[config.mk]
export PLATFORM = sky130hd
export DESIGN_NAME = uart_rx_sampler
export DESIGN_NICKNAME = d
export VERILOG_FILES = /design/src/rtl/uart_rx_sampler.sv
export SDC_FILE = /design/constraint.sdc
export NUM_CORES = 1
export LEC_CHECK = 0
export ABC_AREA = 1
export BUFFER_PORTS_ARGS = -buffer_cell sky130_fd_sc_hd__buf_2
export CORE_UTILIZATION = 50
export DETAILED_ROUTE_END_ITERATION = 8
export PLACE_DENSITY_LB_ADDON = 0.25
export SLEW_MARGIN = 20
export SYNTH_ARGS = -nofsm -noshare
export SYNTH_HDL_FRONTEND = slang
export SYNTH_SLANG_ARGS = --single-unit
[constraint.sdc]
create_clock -name clk -period 1.8 [get_ports clk]
set_input_delay 0.09 -clock clk [delete_from_list [all_inputs] [get_ports clk]]
set_output_delay 0.09 -clock clk [all_outputs]
set_load 0.01 [all_outputs]
[src/rtl/uart_rx_sampler.sv]
// uart_rx_sampler: 8N1 UART receive front end.
// Synchronizes the serial line, qualifies the start bit at half a bit time,
// samples eight data bits LSB-first at mid-bit and checks the stop bit.
// Good frames are delivered as a byte plus a one-cycle valid strobe.
// A low stop bit gives a one-cycle framing-error strobe. The receiver then
// waits in LINE_BREAK until the line returns high.
//
// Handshake: oRX_VALID is a one-cycle push strobe with no ready. oRX_DATA is
// updated on the same cycle and then holds until the next good frame.
// oRX_VALID and oRX_FERR are mutually exclusive and fire at most once per
// frame.
module uart_rx_sampler #(
  parameter int BAUD_MAX = 10414,
  parameter int HALF_MAX = 5207
) (
  input  logic       clk,
  input  logic       reset,
  input  logic       iRX,
  output logic [7:0] oRX_DATA,
  output logic       oRX_VALID,
  output logic       oRX_FERR,
  output logic       oRX_BUSY,
  output logic [2:0] dbg_state
);

  typedef enum logic [2:0] {
    IDLE       = 3'd0,
    START      = 3'd1,
    DATA       = 3'd2,
    STOP       = 3'd3,
    LINE_BREAK = 3'd4
  } state_t;

  localparam logic [13:0] BAUD_CNT = 14'(BAUD_MAX);
  localparam logic [13:0] HALF_CNT = 14'(HALF_MAX);

  state_t      state, state_n;
  logic [13:0] cnt, cnt_n;
  logic [2:0]  idx, idx_n;
  logic [7:0]  shift, shift_n;
  logic [7:0]  data_n;
  logic        valid_n, ferr_n;
  logic        rx_meta, rx_s;

  assign dbg_state = state;

  // Two-flop synchronizer. It resets to the idle-high line level.
  always_ff @(posedge clk) begin
    if (reset) begin
      rx_meta <= 1'b1;
      rx_s    <= 1'b1;
    end else begin
      rx_meta <= iRX;
      rx_s    <= rx_meta;
    end
  end

  // Next-state, counter, shift and strobe decisions. All are based on rx_s.
  always_comb begin
    state_n = state;
    cnt_n   = cnt + 14'd1;
    idx_n   = idx;
    shift_n = shift;
    data_n  = oRX_DATA;
    valid_n = 1'b0;
    ferr_n  = 1'b0;
    case (state)
      IDLE: begin
        // The counter is held at zero so it never free-runs while idle.
        cnt_n = '0;
        if (!rx_s) state_n = START;
      end
      START: begin
        if (cnt == HALF_CNT) begin
          cnt_n = '0;
          if (!rx_s) begin
            state_n = DATA;
            idx_n   = 3'd0;
          end else begin
            // The low pulse was too short to be a start bit.
            state_n = IDLE;
          end
        end
      end
      DATA: begin
        if (cnt == BAUD_CNT) begin
          cnt_n   = '0;
          shift_n = {rx_s, shift[7:1]};
          if (idx == 3'd7) state_n = STOP;
          else             idx_n   = idx + 3'd1;
        end
      end
      STOP: begin
        if (cnt == BAUD_CNT) begin
          cnt_n = '0;
          if (rx_s) begin
            data_n  = shift;
            valid_n = 1'b1;
            state_n = IDLE;
          end else begin
            ferr_n  = 1'b1;
            state_n = LINE_BREAK;
          end
        end
      end
      LINE_BREAK: begin
        // A line held low must go high again before a new start bit counts.
        cnt_n = '0;
        if (rx_s) state_n = IDLE;
      end
      default: begin
        cnt_n   = '0;
        state_n = IDLE;
      end
    endcase
  end

  // State, datapath and registered outputs. BUSY is derived from the next state.
  always_ff @(posedge clk) begin
    if (reset) begin
      state     <= IDLE;
      cnt       <= '0;
      idx       <= '0;
      shift     <= 8'h00;
      oRX_DATA  <= 8'h00;
      oRX_VALID <= 1'b0;
      oRX_FERR  <= 1'b0;
      oRX_BUSY  <= 1'b0;
    end else begin
      state     <= state_n;
      cnt       <= cnt_n;
      idx       <= idx_n;
      shift     <= shift_n;
      oRX_DATA  <= data_n;
      oRX_VALID <= valid_n;
      oRX_FERR  <= ferr_n;
      oRX_BUSY  <= (state_n != IDLE);
    end
  end

endmodule

; Word-level counts from Yosys, hierarchy flattened
; Cells that the tools add are included.
[word_totals]
ff_bits = 41
inputBits = 3
[classes]
add_sub_neg = 2
eq_ne = 11
n_mux = 19
bitwise = 2
n_reduce_logical = 8
[op_table]
columns = cell, n
row1 = $mux W3, 11
row2 = $mux W14, 2
row3 = $pmux W14 S2, 1
row4 = $pmux W3 S5, 1
row5 = $add A14 B1 Y14 const B, 1
row6 = $eq A14 B13 Y1 const B, 1
row7 = $eq A14 B14 Y1 const B, 1
row8 = $ne A2 B2 Y1 const B, 4
row9 = $eq A3 B2 Y1 const B, 2
row10 = $eq A3 B3 Y1 const B, 2
row11 = $pmux W3 S2, 1
row12 = $reduce_and A5 Y1, 1
row13 = $add A3 B1 Y3 const B, 1
row14 = $eq A3 B1 Y1 const B, 1
row15 = $logic_not A3 Y1, 1
row16 = $reduce_and A3 Y1, 1
row17 = $reduce_bool A3 Y1, 1
row18 = $reduce_or A3 Y1, 1
row19 = $mux W1, 2
row20 = $mux W2, 1
row21 = $not A1 Y1, 2
row22 = $reduce_and A2 Y1, 1
row23 = $reduce_bool A2 Y1, 1
row24 = $reduce_or A2 Y1, 1

; Depth between registers and ports, before layout
; Gate-level depths: netlist of the first run.
[logic_depth]
word_depth = 5
ltp_mapped = 12
mapped_depth_nobuf = 12

; Worst setup path before layout of the first run
; Ideal clock, no wire load.
[synth_timing]
path_type = reg2reg
from = register cnt[0]
to = register oRX_DATA[4]
setup_time_ns = 0.116
t_arrival_ns = 1.304
t_required_ns = 1.684
path_slack_ns = 0.380
path_stages_with_launch = 11
n_path_buf = 1
synth_period_minus_slack_ns = 1.420
path_cell_list = dfxtp_1 -> inv_1 -> ha_1 -> nand2_1 -> nor2_1 -> nand2_1 -> nor2_4 -> nand3_4 -> buf_6 -> o21ai_2 -> a21oi_1
[synth_between]
elab_chain_len = 2
[synth_lines]
columns = element, line
row1 = "start, declared", 38  ; logic [13:0] cnt, cnt_n;
row2 = "start signal, assigned", 131  ; cnt <= cnt_n;
row3 = $eq A14 B14 Y1, 94  ; if (cnt == BAUD_CNT) begin
row4 = $reduce_and A3 Y1 (no line), -
row5 = "end signal, assigned", 134  ; oRX_DATA <= data_n;
row6 = "end, declared", 19  ; output logic [7:0] oRX_DATA,
; Every way passes these cells.
; A chain may end at the register's enable or synchronous reset.

; Worst setup path after layout of the first run
[layout_timing]
from = register cnt[0]
to = register cnt[7]
[layout_between]
elab_chain_len = 3
word_cells_on_any_way = 6
cone_classes = 1 x add/sub / 2 x eq/ne / 3 x mux
[layout_lines]
columns = element, line
row1 = $add A14 B1 Y14 (tied with other cells), 61  ; cnt_n = cnt + 14'd1;
row2 = $mux W14 (on tied branches), "86, 94, 74"
row3 = $pmux W14 S2 *, 67  ; case (state)
; Every way passes the cells marked *; elsewhere a longest branch is shown, timed or not.

==> flow_summary_export.csv, run 1 <==
group,metric,value,unit
sta,timing.slew.headroom,0.549,
cts,clock-sinks,41,
yosys,ys_seq_area_frac,0.438,
sta,slew_violations,0,
hold_path,hold_class,"in2reg",
place,port_buffers,16,
detailed_routing,drt_wl_total,3570,microns
floorplan,fp.coreArea,3470,sq um
yosys,synth_cells,254,
detailed_routing,ant_nets,0,
power,power.leakage,0.000940,uW
place,place_ws,108,ps
worst_setup_path,endpoint_kind,"flip-flop",
sta,max_clock_freq,0.599,GHz
cts,cts_buffer_depth,2,
detailed_routing,viasPerCell,4.91,
cells_and_area,drive_gt1_frac,0.202,
cts,worstSkewPairLatency,290,ps
cts,cts_tree,"built",
cts,cts_root_buf,"clkbuf_8",
sta,tns,0,ps
worst_setup_path,worstSetupStartpoint,"cnt[0]$_SDFF_PP0_",
cells_and_area,layout.nets,288,
grt,grt-ovfl-total,0,
power,vdd_drop_max,496,uV
worst_setup_path,start_kind,"flip-flop",
floorplan,rows,21,
detailed_routing,route.detailed.drc,0,
sta,min_period,1670,ps
grt,grtUsageTotal,0.183,
cts,htree_levels,2,
cts,clk_pin_slew,80,ps
hold_path,min-delay-start,"reset",
yosys,ys_warn_count,0,
worst_setup_path,critPathArrivalTime,1830,ps
detailed_routing,wl_per_cell,10.9,microns
yosys,synthTopCellsByArea,"dfxtp_1 44%, nor2_1 10%, nand2_1 8.6%",
floorplan,die_w,63.2,microns
yosys,synth.avg_cell_area,7.38,sq um
yosys,synth_top_area_frac,0.438,
yosys,synth-seq-cells,41,
worst_setup_path,critPathKind,"reg2reg",
cells_and_area,diodes,0,
sta,finClkSkew,9.57,ps
floorplan,die_y,63.2,microns
worst_setup_path,cp.required,1960,ps
detailed_routing,via_count,1611,
power,power,1680,uW
grt,grt_max_degree,21,
yosys,ys_types,27,
power,p_per_area,771,nW/um^2
sta,fin_crit_sh,0.927,
cts,numCtsBuffers,5,
worst_setup_path,reg2reg_from,"cnt[0]$_SDFF_PP0_",
worst_setup_path,reg2reg_depth,8,
sta,max_slew.worst_pin.slew,674,ps
sta,final-hold-violation-count,0,
detailed_routing,firstDrtPassIters,4,
yosys,synth_nets,261,
cells_and_area,syn_to_final_growth,16.1,%
sta,finalSetupViolCount,0,
job,max-cap-violations,0,
floorplan,io_pins,17,
sta,rsz0062_at_grt,"no",
worst_setup_path,crit_fanout,12,
cells_and_area,stdcell_area,2180,sq um
floorplan,start_util,0.541,
place,gp_congestion,0.891,
yosys,synth_top_area_cell,"dfxtp_1",
place,hpwl,2440,microns
sta,timing.hold.ws,85.2,ps
grt,grt_pass1_wl,5740,microns
sta,worst_slack,131,ps
place,place_area,1960,sq um
status,status,"finished clean",
detailed_routing,dr.first_iter.drc_count,105,
grt,grt_antenna_before_repair,0,
yosys,syn_area,1880,sq um
hold_path,worstHoldPathCells,2,
floorplan,dieArea,4000,sq um
grt,grt_pass1_vias,1347,
-- flip-flops by register name, summed over array words and instances (netlist names) --
name / cells
cnt: 14
oRX_DATA: 8
shift: 8
dbg_state: 3
idx: 3
oRX_BUSY: 1
oRX_FERR: 1
oRX_VALID: 1
rx_meta: 1
rx_s: 1
-- report_power, final --
part,internal (uW),switching (uW)
clock,415,314
sequential,911,5.72
combinational,12.3,20.8
-- critical path, stage by stage, from the launching register on --
cell     delay [ps]
dfxtp_1         390
ha_1            190
nand2_1          90
nor2_1          200
nand2_1          70
nand2_1         110
nand2_2          80
nand2_1         310
nor3b_1         100
-- worst paths after layout --
| kind | to | slack, ps |
|---|---|---|
| setup reg to reg | cnt[7]$_SDFF_PP0_ | 130 |
| hold reg to reg | rx_s$_SDFF_PP1_ | 410 |
| hold / removal | idx[1]$_SDFFE_PP0P_ | 90 |
| setup / recovery | cnt[7]$_SDFF_PP0_ | 130 |
-- timing repair --
action | CTS | global route
resized for setup | 0 | 2
hold buffers | 1 | 0
buffers inserted | 0 | 8
hold endpoints to repair | 1 | 0
endpoints found under the setup margin | 0 | 7
-- metal layers --
metal  GRT usage  routed length [microns]  up-vias
met1       0.239                     1870      715
met3      0.0399                      122        6
li1            -                        -      858
met4      0.0852                       62        0
met2       0.285                     1510       32
met5           0                        0        -
-- synthesized netlist by cell type, drive strengths merged --
library cell  number
nand3             12
dfxtp             41
nor2              57
nand2             47
nand4              4
nor3b              2
buf                4
xor2               7
ha                 4
o21ai             19
o211ai             1
nor3               6
clkbuf             3
a21oi             13
or2                3
inv               31
-- layout by cell type (no fill, tap or decap), types with 5 or more instances in the layout --
| cell type | instances |
|---|---|
| nor2_1 | 51 |
| nand2_1 | 43 |
| dfxtp_1 | 41 |
| inv_1 | 24 |
| o21ai_0 | 18 |
| buf_2 | 16 |
| a21oi_1 | 13 |
| nand3_1 | 10 |
| buf_4 | 8 |
| inv_2 | 7 |
| xor2_1 | 7 |
| nor3_1 | 5 |
| clkbuf_8 | 5 |
-- final cells by class --
type / instances / area (sq um)
fillers: 335 / 1290
multi-input cells: 177 / 917
flip-flops and latches: 41 / 821
repair buffers: 25 / 150
inverters: 31 / 116
clock buffers: 5 / 68.8
well taps: 46 / 57.6
clock inverters: 3 / 46.3
-- metrics by stage --
stage	std cells	util
final	328	0.628
after global routing	328	0.628
after CTS	318	0.602
after detailed placement	309	0.566
after global placement	309	0.566
after floorplan	254	-
-- kinds of logic after synthesis --
group,synth area share
adders and majority gates,0.0267
and+or+nand+nor,0.324
xor gates and xnor gates,0.0327
DFF,0.438
buffers and inverters,0.0881
AOI/OAI and AO/OA,0.0914
Power figures use the tool's default switching activity.
==> run 2, diff against run 1 <==
--- a/config.mk
+++ b/config.mk
@@ -7,6 +7,7 @@
 export LEC_CHECK = 0
 export ABC_AREA = 1
 export BUFFER_PORTS_ARGS = -buffer_cell sky130_fd_sc_hd__buf_2
+export CORE_MARGIN = 1.5
 export CORE_UTILIZATION = 50
 export DETAILED_ROUTE_END_ITERATION = 8
 export PLACE_DENSITY_LB_ADDON = 0.25
==> flow_summary_export.csv, run 2 (same netlist as run 1, synthesis figures left out) <==
group,metric,value,unit
status,status,"finished clean",
floorplan,die_w,64.2,microns
detailed_routing,ant_nets,0,
power,swShare,0.183,
power,p_per_area,854,nW/um^2
cells_and_area,stdcell_area,2110,sq um
cts,cts_root_buf,"clkbuf_8",
cells_and_area,final_common_cell,"nor2_1",
detailed_routing,route.detailed.drc,0,
cells_and_area,syn_to_final_growth,12.7,%
worst_setup_path,crit_fanout,17,
worst_setup_path,critPathArrivalTime,1820,ps
sta,slew_violations,0,
cts,htree_levels,2,
cts,worstSkewPairLatency,290,ps
worst_setup_path,critPathKind,"reg2reg",
detailed_routing,wl_per_cell,10.4,microns
job,max-cap-violations,0,
floorplan,start_util,0.516,
cells_and_area,final_cell_mix,"51 x nor2_1, 42 x nand2_1, 41 x dfxtp_1",
sta,finalSetupViolCount,0,
sta,fin_crit_sh,0.909,
sta,worst_slack,164,ps
power,clkPwrFrac,0.474,
worst_setup_path,start_kind,"flip-flop",
cts,cts_buffer_depth,2,
hold_path,hold_class,"in2reg",
detailed_routing,firstDrtPassIters,4,
cells_and_area,drive_gt1_frac,0.173,
cts,numCtsBuffers,5,
floorplan,dieArea,4130,sq um
sta,tns,0,ps
grt,grt_pass1_wl,5890,microns
grt,grt_max_degree,21,
grt,grt-ovfl-total,0,
cts,cts_tree,"built",
power,power.leakage,0.000916,uW
place,hpwl,2460,microns
detailed_routing,via_count,1510,
place,place_area,1970,sq um
sta,final-hold-violation-count,0,
sta,rsz0062_at_grt,"no",
cells_and_area,top_regs,"cnt (14), oRX_DATA (8), shift (8)",
grt,grtUsageTotal,0.185,
sta,timing.slew.headroom,0.679,
detailed_routing,dr.first_iter.drc_count,102,
sta,min_period,1640,ps
place,place_ws,123,ps
floorplan,die_y,64.2,microns
power,p_comb_frac,0.019,
floorplan,io_pins,17,
sta,max_clock_freq,0.611,GHz
power,p_seq_frac,0.507,
grt,grt_antenna_before_repair,0,
worst_setup_path,cp.required,1980,ps
cts,post_cts.repair.setup_buffers,0,
floorplan,rows,22,
place,port_buffers,16,
power,netSwitchingPower,331,uW
worst_setup_path,endpoint_kind,"flip-flop",
detailed_routing,viasPerCell,4.72,
detailed_routing,drt_wl_total,3340,microns
power,p_int,1470,uW
cells_and_area,largest_reg_flops,14,
sta,max_slew.worst_pin.slew,478,ps
sta,finClkSkew,6.55,ps
floorplan,fp.coreArea,3630,sq um
power,vdd_drop_max,670,uV
place,gp_congestion,0.848,
cells_and_area,largest_register,"cnt",
cts,clock-sinks,41,
cells_and_area,diodes,0,
grt,grt_pass1_vias,1374,
cells_and_area,layout.nets,278,
cts,clk_pin_slew,80,ps
==> run 2: changes by cell type in the layout (fill, tap and decap cells not counted), sizes merged <==
cell      previous run  this run
buf                 24        16
nand3               14        12
clkinvlp             1         0
bufinv               1         2
==> run 2: what timing repair did <==
action | CTS | global route
hold buffers | 1 | 0
gates resized for setup | 0 | 1
setup endpoints to repair | 0 | 12
endpoints found under the hold margin | 1 | 0
==> run 2: cell type report <==
class / instances / area (sq um)
fill: 357 / 1520
multi-input combinational: 175 / 892
sequential: 41 / 821
inverter: 31 / 116
timing repair buffer: 17 / 90.1
clock buffer: 5 / 68.8
clock inverter: 3 / 65.1
tap: 48 / 60.1
==> run 2: worst paths after layout <==
check	start	to	slack, ps	depth (start not counted)
worst max-delay path	cnt[0]$_SDFF_PP0_	oRX_DATA[5]$_SDFFE_PP0P_	160	9
worst min register to register	rx_meta$_SDFF_PP1_	rx_s$_SDFF_PP1_	410	1
worst min-delay path	reset	oRX_VALID$_SDFF_PP0_	110	2
worst max register to register	cnt[0]$_SDFF_PP0_	oRX_DATA[5]$_SDFFE_PP0P_	160	9
==> run 2: metal layers <==
metal / global-route usage / share of wire / wire length [microns] / vias to the layer above
met2: 0.267 / 0.42 / 1390 / 30
met5: 0 / 0 / 0 / -
met4: 0.0878 / 0.023 / 77 / 0
li1: - / - / - / 831
met1: 0.254 / 0.52 / 1740 / 642
met3: 0.0546 / 0.038 / 128 / 7
==> run 2: power by group through the flow <==
stage / clock network, uW / registers, uW / logic [uW]
2_1_floorplan: 0 / 937 / 22.4
4_1_cts: 885 / 915 / 34.5
3_5_place_dp: 0 / 936 / 32.4
3_3_place_gp: 0 / 936 / 31.7
6_report: 855 / 915 / 34.3
5_1_grt: 910 / 915 / 38.3
==> run 2: stage by stage <==
stage / cells / util / hold slack (ps) / total power (uW)
finish: 320 / 0.582 / 107 / 1800
CTS: 320 / 0.581 / 96.9 / 1830
global placement: 311 / 0.541 / 277 / 968
floorplan: 254 / - / 194 / 959
global route: 320 / 0.582 / 113 / 1860
detailed placement: 311 / 0.541 / 278 / 969
==> run 2: worst max-delay path: stages, from the launching register on <==
cell and delay (ps):
dfxtp_1 340, inv_1 120, ha_1 180, nand2_1 60
nor2_1 90, nand2_1 90, nor2_4 170, nand3_4 200
o21ai_0 230, a21oi_1 60
